$ cat src/rtl/tsu_axis_tx_if.sv
// Byte-wide AXI-stream bundle used on both sides of the TX timestamp unit.
// The master drives data/valid/last and the slave returns ready.
interface tsu_axis_if #(
    parameter int DATA_WIDTH = 8
);
    logic [DATA_WIDTH-1:0] tdata;
    logic                  tvalid;
    logic                  tlast;
    logic                  tready;

    modport master (output tdata, output tvalid, output tlast, input tready);
    modport slave  (input tdata, input tvalid, input tlast, output tready);
endinterface

$ cat src/rtl/tsu_axis_tx.sv
// Egress PTP timestamp unit: passes the TX stream through untouched, parses each
// frame for PTP event messages and queues {time, type, seqId, vlan} records.
module tsu_axis_tx #(
    parameter int          DATA_WIDTH = 8,
    parameter int          FIFO_DEPTH = 4,
    parameter logic [63:0] TS_OFFSET  = 64'd0
) (
    input  logic        mac_axis_aclk,
    input  logic        rst_n,
    tsu_axis_if.slave   user_axis,
    tsu_axis_if.master  mac_axis,
    input  logic [63:0] rtc_timer_in,
    output logic        ts_valid,
    input  logic        ts_ready,
    output logic [63:0] ts_time,
    output logic [3:0]  ts_msg_type,
    output logic [15:0] ts_seq_id,
    output logic        ts_vlan,
    output logic [15:0] ts_overflow_cnt
);
    localparam int             AW       = $clog2(FIFO_DEPTH);
    localparam logic [AW:0]    DEPTH_C  = (AW+1)'(FIFO_DEPTH);
    localparam logic [AW:0]    CNT_ONE  = (AW+1)'(1);
    localparam logic [AW-1:0]  PTR_ONE  = AW'(1);

    typedef enum logic [1:0] {S_IDLE, S_HDR, S_PAYLOAD} state_t;

    typedef struct packed {
        logic [63:0] t;
        logic [3:0]  mt;
        logic [15:0] seq;
        logic        vlan;
    } rec_t;

    assign mac_axis.tdata   = user_axis.tdata;
    assign mac_axis.tvalid  = user_axis.tvalid;
    assign mac_axis.tlast   = user_axis.tlast;
    assign user_axis.tready = mac_axis.tready;

    logic                    beat;
    logic                    tlast;
    logic [DATA_WIDTH-1:0]   byte_in;
    logic [2*DATA_WIDTH-1:0] word;

    assign beat    = user_axis.tvalid && mac_axis.tready;
    assign tlast   = user_axis.tlast;
    assign byte_in = user_axis.tdata;

    state_t                state_q, state_d;
    logic [5:0]            cnt_q, cnt_d;
    logic [DATA_WIDTH-1:0] prev_q;
    logic                  vlan_q, vlan_d;
    logic                  ptp_q, ptp_d;
    logic                  event_q, event_d;
    logic                  hdr_done_q, hdr_done_d;
    logic [3:0]            msg_q, msg_d;
    logic [15:0]           seq_q, seq_d;
    logic [63:0]           tcap_q, tcap_d;
    logic                  push;

    logic [5:0] base;
    logic [5:0] base_m1;
    logic       vlan_hit;

    // Previous byte pairs with the current one so 16-bit fields compare in a single beat.
    assign word     = {prev_q, byte_in};
    assign base     = vlan_q ? 6'd18 : 6'd14;
    assign base_m1  = base - 6'd1;
    assign vlan_hit = (cnt_q == 6'd13) && (word == 16'h8100);

    always_comb begin
        state_d    = state_q;
        cnt_d      = cnt_q;
        vlan_d     = vlan_q;
        ptp_d      = ptp_q;
        event_d    = event_q;
        hdr_done_d = hdr_done_q;
        msg_d      = msg_q;
        seq_d      = seq_q;
        tcap_d     = tcap_q;
        push       = 1'b0;
        case (state_q)
            S_IDLE: begin
                if (beat) begin
                    tcap_d     = rtc_timer_in + TS_OFFSET;
                    cnt_d      = 6'd1;
                    vlan_d     = 1'b0;
                    ptp_d      = 1'b0;
                    event_d    = 1'b0;
                    hdr_done_d = 1'b0;
                    msg_d      = 4'd0;
                    seq_d      = 16'd0;
                    if (!tlast) state_d = S_HDR;
                end
            end
            S_HDR: begin
                if (beat) begin
                    cnt_d = (cnt_q == 6'd63) ? 6'd63 : cnt_q + 6'd1;
                    if (vlan_hit) begin
                        vlan_d = 1'b1;
                    end else if (cnt_q == base_m1) begin
                        if (word == 16'h88F7) ptp_d   = 1'b1;
                        else                  state_d = S_PAYLOAD;
                    end
                    if (cnt_q == base) begin
                        msg_d   = byte_in[3:0];
                        event_d = ptp_q && (byte_in[3:0] < 4'd4);
                    end
                    if (cnt_q == base + 6'd31) begin
                        seq_d      = word;
                        hdr_done_d = 1'b1;
                        state_d    = S_PAYLOAD;
                    end
                    // A frame may end on its very last header byte; use the updated flags.
                    if (tlast) begin
                        state_d = S_IDLE;
                        push    = event_d && hdr_done_d;
                    end
                end
            end
            S_PAYLOAD: begin
                if (beat && tlast) begin
                    state_d = S_IDLE;
                    push    = event_q && hdr_done_q;
                end
            end
            default: state_d = S_IDLE;
        endcase
    end

    always_ff @(posedge mac_axis_aclk or negedge rst_n) begin
        if (!rst_n) begin
            state_q    <= S_IDLE;
            cnt_q      <= 6'd0;
            prev_q     <= '0;
            vlan_q     <= 1'b0;
            ptp_q      <= 1'b0;
            event_q    <= 1'b0;
            hdr_done_q <= 1'b0;
            msg_q      <= 4'd0;
            seq_q      <= 16'd0;
            tcap_q     <= 64'd0;
        end else begin
            state_q    <= state_d;
            cnt_q      <= cnt_d;
            if (beat) prev_q <= byte_in;
            vlan_q     <= vlan_d;
            ptp_q      <= ptp_d;
            event_q    <= event_d;
            hdr_done_q <= hdr_done_d;
            msg_q      <= msg_d;
            seq_q      <= seq_d;
            tcap_q     <= tcap_d;
        end
    end

    rec_t            mem [FIFO_DEPTH];
    rec_t            new_rec;
    rec_t            head_q, head_d;
    logic            valid_q;
    logic [AW-1:0]   wr_ptr_q, rd_ptr_q, rd_ptr_d;
    logic [AW:0]     count_q, count_d;
    logic [15:0]     ovf_q;
    logic            pop, full, push_ok, drop;

    assign new_rec = '{t: tcap_q, mt: msg_d, seq: seq_d, vlan: vlan_d};
    assign pop     = valid_q && ts_ready;
    assign full    = (count_q == DEPTH_C);
    assign push_ok = push && (!full || pop);
    assign drop    = push && full && !pop;
    assign rd_ptr_d = pop ? rd_ptr_q + PTR_ONE : rd_ptr_q;

    // Head register is loaded from the next read slot; a push into an otherwise
    // empty queue bypasses storage so it is visible the cycle after tlast.
    always_comb begin
        count_d = count_q;
        if (push_ok && !pop)      count_d = count_q + CNT_ONE;
        else if (!push_ok && pop) count_d = count_q - CNT_ONE;
        head_d = head_q;
        if (count_d != '0) begin
            if (push_ok && (rd_ptr_d == wr_ptr_q)) head_d = new_rec;
            else                                   head_d = mem[rd_ptr_d];
        end
    end

    always_ff @(posedge mac_axis_aclk) begin
        if (push_ok) mem[wr_ptr_q] <= new_rec;
    end

    always_ff @(posedge mac_axis_aclk or negedge rst_n) begin
        if (!rst_n) begin
            wr_ptr_q <= '0;
            rd_ptr_q <= '0;
            count_q  <= '0;
            valid_q  <= 1'b0;
            head_q   <= '0;
            ovf_q    <= 16'd0;
        end else begin
            if (push_ok) wr_ptr_q <= wr_ptr_q + PTR_ONE;
            rd_ptr_q <= rd_ptr_d;
            count_q  <= count_d;
            valid_q  <= (count_d != '0);
            head_q   <= head_d;
            if (drop && (ovf_q != 16'hFFFF)) ovf_q <= ovf_q + 16'd1;
        end
    end

    assign ts_valid        = valid_q;
    assign ts_time         = head_q.t;
    assign ts_msg_type     = head_q.mt;
    assign ts_seq_id       = head_q.seq;
    assign ts_vlan         = head_q.vlan;
    assign ts_overflow_cnt = ovf_q;

endmodule
$ cat src/flat_wrapper.sv
// flat-port wrapper written by rule: the top's interface ports become plain ports
module tsu_axis_tx_flat 
#(
    parameter int          DATA_WIDTH = 8,
    parameter int          FIFO_DEPTH = 4,
    parameter logic [63:0] TS_OFFSET  = 64'd0
)
  (mac_axis_aclk, rst_n, rtc_timer_in, ts_valid, ts_ready, ts_time, ts_msg_type, ts_seq_id, ts_vlan, ts_overflow_cnt, user_axis_tdata, user_axis_tvalid, user_axis_tlast, user_axis_tready, mac_axis_tdata, mac_axis_tvalid, mac_axis_tlast, mac_axis_tready);
  tsu_axis_if #(.DATA_WIDTH(DATA_WIDTH)) user_axis_i ();
  tsu_axis_if #(.DATA_WIDTH(DATA_WIDTH)) mac_axis_i ();
  input  logic mac_axis_aclk;
  input  logic rst_n;
  input  logic [63:0] rtc_timer_in;
  output logic ts_valid;
  input  logic ts_ready;
  output logic [63:0] ts_time;
  output logic [3:0] ts_msg_type;
  output logic [15:0] ts_seq_id;
  output logic ts_vlan;
  output logic [15:0] ts_overflow_cnt;
  input wire logic [$bits(user_axis_i.tdata)-1:0] user_axis_tdata;
  input wire logic [$bits(user_axis_i.tvalid)-1:0] user_axis_tvalid;
  input wire logic [$bits(user_axis_i.tlast)-1:0] user_axis_tlast;
  output wire logic [$bits(user_axis_i.tready)-1:0] user_axis_tready;
  output wire logic [$bits(mac_axis_i.tdata)-1:0] mac_axis_tdata;
  output wire logic [$bits(mac_axis_i.tvalid)-1:0] mac_axis_tvalid;
  output wire logic [$bits(mac_axis_i.tlast)-1:0] mac_axis_tlast;
  input wire logic [$bits(mac_axis_i.tready)-1:0] mac_axis_tready;
  assign user_axis_i.tdata = user_axis_tdata;
  assign user_axis_i.tvalid = user_axis_tvalid;
  assign user_axis_i.tlast = user_axis_tlast;
  assign user_axis_tready = user_axis_i.tready;
  assign mac_axis_tdata = mac_axis_i.tdata;
  assign mac_axis_tvalid = mac_axis_i.tvalid;
  assign mac_axis_tlast = mac_axis_i.tlast;
  assign mac_axis_i.tready = mac_axis_tready;
  tsu_axis_tx #(.DATA_WIDTH(DATA_WIDTH), .FIFO_DEPTH(FIFO_DEPTH), .TS_OFFSET(TS_OFFSET)) u_core (.mac_axis_aclk(mac_axis_aclk), .rst_n(rst_n), .user_axis(user_axis_i), .mac_axis(mac_axis_i), .rtc_timer_in(rtc_timer_in), .ts_valid(ts_valid), .ts_ready(ts_ready), .ts_time(ts_time), .ts_msg_type(ts_msg_type), .ts_seq_id(ts_seq_id), .ts_vlan(ts_vlan), .ts_overflow_cnt(ts_overflow_cnt));
endmodule
$ cat config.mk
export PLATFORM = sky130hd
export DESIGN_NAME = tsu_axis_tx_flat
export DESIGN_NICKNAME = d
export VERILOG_FILES = /design/src/rtl/tsu_axis_tx_if.sv /design/src/rtl/tsu_axis_tx.sv /design/src/flat_wrapper.sv
export SDC_FILE = /design/constraint.sdc
export NUM_CORES = 1
export LEC_CHECK = 0
export BUFFER_PORTS_ARGS = -buffer_cell sky130_fd_sc_hd__clkbuf_2
export CORE_MARGIN = 2
export CORE_UTILIZATION = 35
export CTS_CLUSTER_SIZE = 8
export DETAILED_ROUTE_END_ITERATION = 8
export PLACE_DENSITY_LB_ADDON = 0.08
export SYNTH_ARGS = -nofsm -noshare
export SYNTH_HDL_FRONTEND = slang
export SYNTH_SLANG_ARGS = --single-unit
$ cat constraint.sdc
create_clock -name mac_axis_aclk -period 11.82 [get_ports mac_axis_aclk]
set_input_delay 1.773 -clock mac_axis_aclk [delete_from_list [all_inputs] [get_ports mac_axis_aclk]]
set_output_delay 1.773 -clock mac_axis_aclk [all_outputs]
set_load 0.01 [all_outputs]
# Word-level counts from Yosys, hierarchy flattened
# Memory sizes are Yosys's and may differ from the RTL's. A register that Yosys moved wholly into a read port is not among the register bits.
# Index checks and enable logic that the tools add are counted.
# totals
ff_bits,128
latch_bits,0
ram_bits,340
rom_bits,0
output_inout_bits,113
wordCells,123
memories,1
# op_classes
n_addsub,8
mul,0
div_mod_pow,0
order_cmp,1
n_eq_ne,21
shifts,0
mux,52
bitwise,0
n_reduce_logical,25
# mem_list
name,depth,word_bits,rd,rd_clocked_by_memory_dff,wr,line,rtl
u_core.mem,4,85,1,1,1,tsu_axis_tx.sv:157,rec_t mem [FIFO_DEPTH];
# op_table
op,n
2-to-1 mux 16 bit,3
"equality test 16 bit, second input constant",2
one-hot mux 16 bit (2 select lines),1
2-to-1 mux 1 bit,21
2-to-1 mux 2 bit,10
equality test 6 bit,3
2-to-1 mux 6 bit,3
"adder 16 x 1 -> 16 bit, second input constant",1
"!= test 16 bit, second input constant",1
logical AND 1 bit,13
2-to-1 mux 4 bit,3
one-hot mux 6 bit (2 select lines),1
"!= test 2 x 1 -> 1 bit, second input constant",5
one-hot mux 1 bit (2 select lines),5
"!= test 4 bit, second input constant",2
one-hot mux 4 bit (2 select lines),1
AND reduction 7 bit,1
"adder 6 x 1 -> 6 bit, second input constant",1
"adder 6 x 5 -> 6 bit, second input constant",1
"equality test 6 x 4 -> 1 bit, second input constant",1
"equality test 6 bit, second input constant",1
2-to-1 mux 3 bit,2
one-hot mux 2 bit (3 select lines),1
AND reduction 6 bit,1
other kinds (18),23

# Longest topological paths before layout
# Gate-level depths: netlist of run 1.
# logic_depth
word_depth,16
depth_mapped,12
ltp_nobuf,9

# Least setup slack after synthesis of run 1
# No wires, ideal clock.
# synth_path
path_kind,input-to-reg
start,input user_axis_tdata[2]
end,"memory u_core.mem[0][0] in the netlist's numbering, enable pin"
setup_time_ps,453
arrival_ps,4737
required_ps,11367
setup_slack_ps,6630
cell_stages,6
n_path_buf,1
cell_sequence,nor3b_1 -> o211a_1 -> a211oi_1 -> nor3_1 -> clkbuf_1 -> and2_1
# synth_between
elab_chain_cells,12
# synth_rtl
item,line,rtl
from (decl),flat_wrapper.sv:21,input wire logic [$bits(user_axis_i.tdata)-1:0] user_axis_tdata;
< comparator 4 x 3 -> 1 bit,tsu_axis_tx.sv:107,event_d = ptp_q && (byte_in[3:0] < 4'd4);
logical AND 1 bit,tsu_axis_tx.sv:107,
2-to-1 mux 1 bit,tsu_axis_tx.sv:105,if (cnt_q == base) begin
2-to-1 mux 1 bit,tsu_axis_tx.sv:97,if (beat) begin
2-to-1 mux 1 bit,tsu_axis_tx.sv:82,case (state_q)
logical AND 1 bit,tsu_axis_tx.sv:117,push = event_d && hdr_done_d;
2-to-1 mux 1 bit,tsu_axis_tx.sv:115,if (tlast) begin
2-to-1 mux 1 bit,tsu_axis_tx.sv:97,
one-hot mux 1 bit (2 select lines),tsu_axis_tx.sv:82,
logical AND 1 bit,tsu_axis_tx.sv:169,assign push_ok = push && (!full || pop);
2-to-1 mux 1 bit,tsu_axis_tx.sv:187,if (push_ok) mem[wr_ptr_q] <= new_rec;
2-to-1 mux 1 bit (implied by the code),tsu_axis_tx.sv:187,
to (decl),tsu_axis_tx.sv:157,
# No other way between the ends. The select of a mux whose other input is x is not followed.

# Worst setup path in the final report of run 1
# layout_path
start,input user_axis_tdata[2]
end,register u_core.ts_time[26] (netlist name)
# layout_between
elab_chain_cells,15
word_cells_on_any_way,16
cone_classes,order compare: 1; mux: 8; reduce/logical: 7
# layout_rtl
item,line,rtl
< comparator 4 x 3 -> 1 bit *,tsu_axis_tx.sv:107,
logical AND 1 bit *,tsu_axis_tx.sv:107,
2-to-1 mux 1 bit *,tsu_axis_tx.sv:105,
2-to-1 mux 1 bit *,tsu_axis_tx.sv:97,
2-to-1 mux 1 bit *,tsu_axis_tx.sv:82,
logical AND 1 bit *,tsu_axis_tx.sv:117,
2-to-1 mux 1 bit *,tsu_axis_tx.sv:115,
2-to-1 mux 1 bit *,tsu_axis_tx.sv:97,
one-hot mux 1 bit (2 select lines) *,tsu_axis_tx.sv:82,
logical AND 1 bit *,tsu_axis_tx.sv:169,
zero test 1 bit,tsu_axis_tx.sv:178,else if (!push_ok && pop) count_d = count_q - CNT_ONE;
logical AND 1 bit,tsu_axis_tx.sv:178,
2-to-1 mux 3 bit,tsu_axis_tx.sv:178,
2-to-1 mux 3 bit *,tsu_axis_tx.sv:177,if (push_ok && !pop) count_d = count_q + CNT_ONE;
nonzero test 3 bit *,tsu_axis_tx.sv:180,if (count_d != '0) begin
# Every way passes the cells marked *; elsewhere a longest branch is shown, timed or not. The select of a mux whose other input is x is not followed.
# A chain may end at the register's enable or synchronous reset.

==> impl_metrics.yaml, run 1 <==
global_route:
  gr-total-overflow: 0
  globalRouteTotalUtil: 0.159
  grt_max_degree: 59
  grt_antenna_before_repair: 2
  grt_first_pass_wirelength_um: 79800
  first_global_vias: 12500
flow_run:
  number_of_max_cap_violations: 0
critical_path:
  worstPathArrival_ns: 5.95
  critical_path.top_delay_family: "simple AND/OR/NAND/NOR gates"
  critPathMaxFanout: 48
  startpoint_type: "input pin"
  cp_cell_instances: "clkbuf_2 > nor3b_1 > o211a_1 > a211oi_1 > nor3_1 > and4b_4 > buf_4 > mux2_2 > mux2_4"
  critPathMaxStageDelay_ns: 0.99
  worstPathRequired_ns: 12.29
  critical_path.endpoint_type: "register"
  timing.critical_path.slowest_stage_cell: "and4b_4"
  worst-path-buf-inv: 2
  worstSetupPathType: "in -> reg"
yosys:
  synth_cell_type_count: 58
  synth_top_flop_cell: "edfxtp_1"
  avgSynthCellArea_um2: 18.7
  synth_top_area_frac: 0.459
  synth_edf_count: 340
  synth_common_cells: "edfxtp_1, dfrtp_1, mux2_2"
  seq_area_frac_synth: 0.698
  synth.cell_area_mm2: 0.0223
  fraction_of_registers_with_async_set_reset: 0.385
  dominant_cell_by_count_in_the_synthesized_netlist: "edfxtp_1"
  ys.warnings.count: 0
  syn-instance-count: 1192
  synth_nets: 1284
  post_synth_main_area_contributors: "edfxtp_1, dfrtp_1, mux2_2"
  ys_seq_elements: 553
  synthDominantAreaCellType: "edfxtp_1"
sta:
  timing.slew.headroom: 0.225
  unrepaired_setup_endpoints_after_global_routing: "no"
  period_minus_slack_ns: 5.47
  final_critical_path_setup_slack_ns: 6.35
  final_number_of_setup_violating_endpoints: 0
  clock-skew-final_ns: 0.0265
  finalMaxSlewViolations: 0
  fin_setup_tns_ns: 0
  timing_worst_slew_pin_value_ns: 1.15
  timing_hold_violations_final: 0
  fmax_ghz: 0.183
  layout_worst_path_cycle_share: 0.463
drt:
  detail_route.first_pass.iterations: 6
  num_vias: 11400
  detail_route_antenna_nets: 0
  post_route_wl_um: 51400
  via_per_inst: 4.92
  post_drt_wl_per_cell_um: 22.2
  detail_route.iter0.violations: 638
  drt_drc_violations_left: 0
place:
  preCtsSetupSlack_ns: 5.67
  port_buffers: 190
  routabilityCongestion: 0.736
  dp_hpwl_um: 28800
worst_hold_path:
  holdCritPathClass: "reg -> reg"
floorplan:
  start_util: 0.353
  die_height_um: 256
  die-width_um: 256
  die-area_mm2: 0.0656
  standard_cell_rows: 92
  top_level_ports: 191
  core_area_mm2: 0.0630
cts:
  cts_setup_buffers: 0
  cts_buffers: 79
  clk-insertion-delay-late_ns: 0.60
  clock_transition_at_path_regs_ns: 0.05
  tritoncts: "yes"
  numClockSinks: 553
  clock_tree.buffer_depth: 3
  cts_repair_resized_insts: 0
  cts_hold_buf: 0
  ctsHtreeMaxLevel: 3
  ctsRootBufferMaster: "clkbuf_16"
cells_and_area:
  post-route-util: 0.418
  area_growth_pct: 18.4
  filler_cells_inserted: 5678
  multi_input_area_mm2: 0.00632
  final_layout_size_suffix_gt1_frac: 0.421
  design.final.nets: 1507
  regArea_mm2: 0.0155
  insertedDiodeCount: 0
pwr:
  worst_ir_drop_vdd_uv: 135
  cellPowerDensity_mw_per_mm2: 224
  power_leakage_nw: 10.5
status:
  status: "completed"
## through the flow
step                      hold WS [ns]  area (µm²)  power [mW]  cells
final                            0.498       26400        5.90   2317
after global routing             0.513       26400        6.20   2317
after CTS                        0.502       26400        6.01   2317
after detailed placement         0.491       24100        3.87   2180
after global placement           0.480       24100        3.85   2180
after floorplan                  0.461       22300        3.51   1192
## path summary, 6_finish.rpt
check | start | endpoint | slack [ns] | depth (start not counted)
worst max-delay path | user_axis_tdata[2] | u_core.ts_time[26]$_DFFE_PN0P_ | 6.35 | 9
worst max register to register | u_core.cnt_q[4]$_DFFE_PN0P_ | u_core.ts_time[26]$_DFFE_PN0P_ | 6.87 | 8
worst min register to register | u_core.ts_overflow_cnt[4]$_DFFE_PN0P_ | u_core.ts_overflow_cnt[4]$_DFFE_PN0P_ | 0.50 | 1
min in group asynchronous | rst_n | u_core.ts_time[30]$_DFFE_PN0P_ | 1.12 | 1
worst min-delay path | u_core.ts_overflow_cnt[4]$_DFFE_PN0P_ | u_core.ts_overflow_cnt[4]$_DFFE_PN0P_ | 0.50 | 1
max in group asynchronous | rst_n | u_core.tcap_q[40]$_DFFE_PN0P_ | 9.44 | 2
## layout make-up
type	instances	share of cell area
multi-input combinational	559	0.240
clock inverter	3	0.00166
sequential	553	0.590
timing repair buffer	207	0.0413
tap	846	0.0402
clock buffer	134	0.0853
inverter	15	0.00214
## layout by cell type, fill, tap and decap left out, types with 6 or more instances in the layout
master / Yosys / routed
a21oi_1: 11 / 11
a22o_1: 17 / 17
and3_1: 6 / 6
buf_4: 15 / 17
clkbuf_1: 29 / 52
clkbuf_16: 0 / 82
clkbuf_2: 0 / 189
dfrtp_1: 213 / 213
edfxtp_1: 340 / 340
ha_1: 14 / 14
inv_1: 15 / 15
mux2_2: 195 / 195
mux2_4: 35 / 35
mux4_2: 85 / 85
nand2_1: 49 / 48
nand3_1: 11 / 11
nand4_1: 11 / 11
nor2_1: 18 / 18
nor3_1: 9 / 9
o21ai_0: 10 / 10
xnor2_1: 14 / 13
## flip-flops by register name (all words and copies together) (netlist names), 4 cells and up
signal	cells
u_core.cnt_q	6
u_core.mem	340
u_core.msg_q	4
u_core.prev_q	8
u_core.seq_q	16
u_core.tcap_q	64
u_core.ts_msg_type	4
u_core.ts_overflow_cnt	16
u_core.ts_seq_id	16
u_core.ts_time	64
## routing by layer
| metal | part of all wire | global-route usage |
|---|---|---|
| met1 | 0.46 | 0.213 |
| met2 | 0.48 | 0.260 |
| met3 | 0.042 | 0.0386 |
| met4 | 0.019 | 0.0430 |
| met5 | 0.00056 | 0 |
## where the power goes
part           switching [mW]  leakage, nW  internal (mW)
clock network           0.816         1.09           1.28
logic                   0.506         3.42          0.604
registers               0.259         6.03           2.44
total                    1.58         10.5           4.32
## cells by family (layout without fill, tap and decap cells)
family	count (synthesis)	in the layout	share of synthesized area
AOI/OAI and AO/OA	69	69	0.0229
xor gates and xnor gates	19	19	0.00748
adders and majority gates	14	14	0.00787
buffers and inverters	80	359	0.0199
DFF	553	553	0.698
muxes	323	323	0.212
and+or+nand+nor	134	134	0.0313
Power figures use the tool's default switching activity.
==> run 2: changes to the inputs <==
==> constraint.sdc (replaced) <==
create_clock -name mac_axis_aclk -period 5.3 [get_ports mac_axis_aclk]
set_input_delay 0.795 -clock mac_axis_aclk [delete_from_list [all_inputs] [get_ports mac_axis_aclk]]
set_output_delay 0.795 -clock mac_axis_aclk [all_outputs]
set_load 0.01 [all_outputs]
==> run 2 against run 1 <==
Worst hold slack worse by 0.30 ns. Register-to-register slack worse by 5.0 ns. Utilization up 0.41 points. Combinational power up 77%. Clock-buffer cell count up 2. Flip-flop and latch count unchanged. First-iteration DRC count down 11%. Die area unchanged. Final area up 0.99%. Via count down 0.23%. Final cell count up 0.78%.
==> impl_metrics.yaml, run 2 (synthesis gave the netlist of run 1 again) <==
status:
  status: "completed"
critical_path:
  worstPathRequired_ns: 5.78
  worst-path-buf-inv: 3
  worstSetupPathType: "reg -> reg"
  critical_path.endpoint_type: "register"
  worstPathArrival_ns: 3.92
  critPathMaxFanout: 63
  timing.critical_path.slowest_stage_cell: "a2111o_1"
  cp_cell_instances: "inv_1 > ha_1 > nor2b_1 > o21ai_2 > a211oi_1 > nor3_1 > buf_4 > a2111o_1 > a22oi_4 > buf_12 > mux2_2"
  critical_path.top_delay_family: "compound AO/OA/AOI/OAI gates"
  r2r_setup_slack_ns: 1.86
  startpoint_type: "register"
  critPathMaxStageDelay_ns: 0.46
sta:
  fin_setup_tns_ns: 0
  final_critical_path_setup_slack_ns: 1.86
  period_minus_slack_ns: 3.44
  final_number_of_setup_violating_endpoints: 0
  timing.slew.headroom: 0.431
  fmax_ghz: 0.290
  finalMaxSlewViolations: 0
  timing_hold_violations_final: 0
  finalHoldWorstSlack_ns: 0.202
  timing_worst_slew_pin_value_ns: 0.853
  unrepaired_setup_endpoints_after_global_routing: "no"
  layout_worst_path_cycle_share: 0.650
  clock-skew-final_ns: 0.0167
cells_and_area:
  largest_register: "u_core.mem"
  multi_input_area_mm2: 0.00632
  area_growth_pct: 19.6
  mostFrequentLayoutCell: "edfxtp_1"
  design.final.nets: 1518
  filler_cells_inserted: 5697
  flip_flop_count_of_the_largest_register_after_layout: 340
  mostFrequentLayoutCells: "edfxtp_1, dfrtp_1, mux2_2"
  final_layout_size_suffix_gt1_frac: 0.425
  regArea_mm2: 0.0155
  final_area_mm2: 0.0266
floorplan:
  die-area_mm2: 0.0656
  core_area_mm2: 0.0630
  die-width_um: 256
  start_util: 0.353
  standard_cell_rows: 92
  top_level_ports: 191
  die_height_um: 256
drt:
  post_route_wl_um: 51400
  via_per_inst: 4.87
  detail_route.iter0.violations: 570
  detail_route_antenna_nets: 0
  post_drt_wl_per_cell_um: 22.0
  num_vias: 11400
  detail_route.first_pass.iterations: 4
  drt_drc_violations_left: 0
worst_hold_path:
  holdCritPathClass: "in -> async"
place:
  preCtsSetupSlack_ns: 1.61
  port_buffers: 190
  placed_area_mm2: 0.0243
  routabilityCongestion: 0.788
  dp_hpwl_um: 29000
pwr:
  power.switching_fraction: 0.260
  power.total_mw: 12.6
  seqPwrFrac: 0.470
  p_switching_mw: 3.28
  cellInternalPower_mw: 9.33
  power_leakage_nw: 10.7
  cellPowerDensity_mw_per_mm2: 474
  share_comb_of_total_power: 0.156
  power.share.clock: 0.375
  worst_ir_drop_vdd_uv: 271
cts:
  ctsHtreeMaxLevel: 3
  cts_setup_buffers: 0
  numClockSinks: 553
  cts_repair_resized_insts: 0
  clock_transition_at_path_regs_ns: 0.05
  tritoncts: "yes"
  cts_buffers: 79
  clk-insertion-delay-late_ns: 0.60
  cts_hold_buf: 0
  ctsRootBufferMaster: "clkbuf_16"
  clock_tree.buffer_depth: 3
flow_run:
  number_of_max_cap_violations: 0
global_route:
  gr-total-overflow: 0
  grt_antenna_before_repair: 3
  first_global_vias: 12500
  globalRouteTotalUtil: 0.159
  grt_first_pass_wirelength_um: 79400
  grt_max_degree: 88
## run 2: cell count changes in the layout (fill, tap and decap cells not counted), sizes merged
cell and delta:
buf +11, clkbuf +2, clkinv +2, inv +2, bufinv +1, clkinvlp -1
diode +1
## run 2: power groups by stage
| stage | Combinational (mW) | Sequential [mW] | Clock, mW |
|---|---|---|---|
| floorplan | 1.44 | 5.88 | 0 |
| detailed placement | 2.02 | 6.00 | 0 |
| global placement | 1.98 | 5.98 | 0 |
| CTS | 2.02 | 5.93 | 4.89 |
| finish | 1.96 | 5.92 | 4.73 |
| global route | 2.14 | 6.03 | 5.07 |
## run 2: path summary, 6_finish.rpt
check	to	from	cells past startpoint
max in group asynchronous	u_core.ts_time[52]$_DFFE_PN0P_	rst_n	2
worst min register to register	u_core.ts_time[60]$_DFFE_PN0P_	u_core.ts_time[60]$_DFFE_PN0P_	1
min in group mac_axis_aclk	u_core.tcap_q[8]$_DFFE_PN0P_	rtc_timer_in[8]	2
worst min-delay path	u_core.tcap_q[27]$_DFFE_PN0P_	rst_n	1
worst max register to register	u_core.ts_seq_id[1]$_DFFE_PN0P_	u_core.cnt_q[0]$_DFFE_PN0P_	11
worst max-delay path	u_core.ts_seq_id[1]$_DFFE_PN0P_	u_core.cnt_q[0]$_DFFE_PN0P_	11
## run 2: worst reg2reg max path, stage by stage, from the launching register on
cell and delay (ns):
dfrtp_1 0.43, inv_1 0.10, ha_1 0.14, nor2b_1 0.23, o21ai_2 0.17, a211oi_1 0.41
nor3_1 0.11, buf_4 0.19, a2111o_1 0.46, a22oi_4 0.20, buf_12 0.44, mux2_2 0.45
## run 2: metrics by stage
stage                util  std cells
finish              0.423       2335
global route        0.423       2335
CTS                 0.423       2334
detailed placement  0.386       2191
global placement    0.386       2191
floorplan               -       1192
## run 2: routing by layer
layer / global-route usage / up-vias / share of wire / wire, µm
met1: 0.215 / 5961 / 0.46 / 23500
met2: 0.259 / 197 / 0.48 / 24800
met3: 0.0325 / 91 / 0.036 / 1870
met4: 0.0500 / 4 / 0.024 / 1250
met5: 0 / - / 0.00053 / 27
li1: - / 5121 / - / -
## run 2: final cells by class
type / count / share of cell area
diodes: 1 / 0.0000940
flip-flops and latches: 553 / 0.584
inverters: 15 / 0.00212
well taps: 846 / 0.0398
clock buffers: 136 / 0.0831
multi-input cells: 559 / 0.237
clock inverters: 7 / 0.00437
repair buffers: 218 / 0.0492
==> run 3: changes to the inputs <==
==> constraint.sdc (replaced) <==
create_clock -name mac_axis_aclk -period 3.1 [get_ports mac_axis_aclk]
set_input_delay 0.465 -clock mac_axis_aclk [delete_from_list [all_inputs] [get_ports mac_axis_aclk]]
set_output_delay 0.465 -clock mac_axis_aclk [all_outputs]
set_load 0.01 [all_outputs]
==> run 3 against run 2 <==
Critical path depth is 2 lower. Register-to-register slack worse by 1.8 ns. Routed wire length is 1.7% higher. Sequential share of layout area is 1.6 points lower. Utilization is 1.2 points higher. Flip-flop and latch count stayed put. Critical path type unchanged. Critical endpoint is now u_core.ts_time[15]$_DFFE_PN0P_. Highest routed layer unchanged.
==> impl_metrics.yaml, run 3 (synthesis gave the netlist of run 1 again) <==
cells_and_area:
  area_growth_pct: 22.9
  post-route-util: 0.434
  insertedDiodeCount: 0
  mostFrequentLayoutCell: "edfxtp_1"
  multi_input_area_mm2: 0.00636
  final_area_mm2: 0.0273
  mostFrequentLayoutCells: "edfxtp_1, dfrtp_1, mux2_2"
  flip_flop_count_of_the_largest_register_after_layout: 340
  fin_cells: 2399
  largest_register: "u_core.mem"
  final_layout_size_suffix_gt1_frac: 0.452
  design.final.nets: 1581
  filler_cells_inserted: 5644
  regArea_mm2: 0.0155
global_route:
  gr-total-overflow: 0
  grt_first_pass_wirelength_um: 80000
  first_global_vias: 12600
  globalRouteTotalUtil: 0.160
  grt_max_degree: 87
  grt_antenna_before_repair: 3
sta:
  period_minus_slack_ns: 3.03
  timing_hold_violations_final: 0
  finalHoldWorstSlack_ns: 0.0852
  unrepaired_setup_endpoints_after_global_routing: "yes"
  final_number_of_setup_violating_endpoints: 0
  final_critical_path_setup_slack_ns: 0.0654
  fin_setup_tns_ns: 0
  finalMaxSlewViolations: 0
  fmax_ghz: 0.330
  clock-skew-final_ns: 0.0170
  layout_worst_path_cycle_share: 0.979
  timing.slew.headroom: 0.447
  timing_worst_slew_pin_value_ns: 0.822
pwr:
  power_leakage_nw: 10.9
  worst_ir_drop_vdd_uv: 440
  power.total_mw: 22.1
  cellPowerDensity_mw_per_mm2: 809
floorplan:
  core_area_mm2: 0.0630
  die-area_mm2: 0.0656
  top_level_ports: 191
  die-width_um: 256
  start_util: 0.353
  die_height_um: 256
  standard_cell_rows: 92
place:
  dp_hpwl_um: 31900
  preCtsSetupSlack_ns: -0.00436
  routabilityCongestion: 0.733
  placed_area_mm2: 0.0249
  port_buffers: 190
  dpl.cell_count: 2248
drt:
  via_per_inst: 4.86
  detail_route.first_pass.iterations: 4
  detail_route.iter0.violations: 656
  post_route_wl_um: 52300
  drt_drc_violations_left: 0
  detail_route_antenna_nets: 0
  post_drt_wl_per_cell_um: 21.8
  num_vias: 11700
critical_path:
  critPathMaxFanout: 14
  worstPathRequired_ns: 3.58
  critical_path.endpoint_type: "register"
  worstPathArrival_ns: 3.52
  startpoint_type: "register"
  worstSetupPathType: "reg -> reg"
cts:
  clock_transition_at_path_regs_ns: 0.05
  tritoncts: "yes"
  numClockSinks: 553
  clock_tree.buffer_depth: 3
  cts_buffers: 79
  ctsRootBufferMaster: "clkbuf_16"
  ctsHtreeMaxLevel: 3
  clk-insertion-delay-late_ns: 0.61
worst_hold_path:
  holdCritPathClass: "in -> reg"
status:
  status: "completed"
flow_run:
  number_of_max_cap_violations: 0
-- run 3: repair_timing --
action,4_1_cts,5_1_grt
endpoints found under the setup margin,2,69
cloned,0,2
gates resized for setup,1,12
hold buffers,1,0
endpoints found under the hold margin,76,0
setup buffers,0,3
pin swaps,0,6
-- run 3: cell type report --
| type | count | area share |
|---|---|---|
| clock buffers | 138 | 0.0804 |
| clock inverters | 7 | 0.00448 |
| inverters | 15 | 0.00206 |
| repair buffers | 281 | 0.0736 |
| multi-input cells | 559 | 0.233 |
| flip-flops and latches | 553 | 0.568 |
| well taps | 846 | 0.0387 |
-- run 3: path summary, 6_finish.rpt --
| kind | startpoint | depth (start not counted) | endpoint | slack, ns |
|---|---|---|---|---|
| min in group asynchronous | rst_n | 2 | u_core.ts_time[27]$_DFFE_PN0P_ | 0.46 |
| min reg2reg | u_core.ts_overflow_cnt[9]$_DFFE_PN0P_ | 1 | u_core.ts_overflow_cnt[9]$_DFFE_PN0P_ | 0.49 |
| min | rtc_timer_in[9] | 2 | u_core.tcap_q[9]$_DFFE_PN0P_ | 0.09 |
| max reg2reg | u_core.cnt_q[3]$_DFFE_PN0P_ | 9 | u_core.ts_time[15]$_DFFE_PN0P_ | 0.07 |
| max in group asynchronous | rst_n | 3 | u_core.rd_ptr_q[0]$_DFF_PN0_ | 1.79 |
| max | u_core.cnt_q[3]$_DFFE_PN0P_ | 9 | u_core.ts_time[15]$_DFFE_PN0P_ | 0.07 |
-- run 3: worst max-delay path: stages, from the launching register on --
cell	delay, ns
dfrtp_1	0.41
or4bb_1	0.55
a21oi_2	0.21
nor2_1	0.07
o41a_1	0.33
a2111o_1	0.34
a22oi_4	0.26
buf_12	0.20
buf_16	0.17
mux2_2	0.34
-- run 3: metal layers --
layer	up-vias	global-route usage	wire, µm
li1	5258	-	-
met5	-	0	40
met3	96	0.0390	2430
met2	212	0.260	25100
met1	6090	0.213	23400
met4	6	0.0523	1320
-- run 3: power breakdown --
part | switching (mW) | internal, mW | leakage, nW | total, mW
logic | 1.68 | 2.21 | 3.91 | 3.89
clock network | 3.19 | 4.88 | 1.10 | 8.07
registers | 0.936 | 9.23 | 5.91 | 10.2
total | 5.80 | 16.3 | 10.9 | 22.1
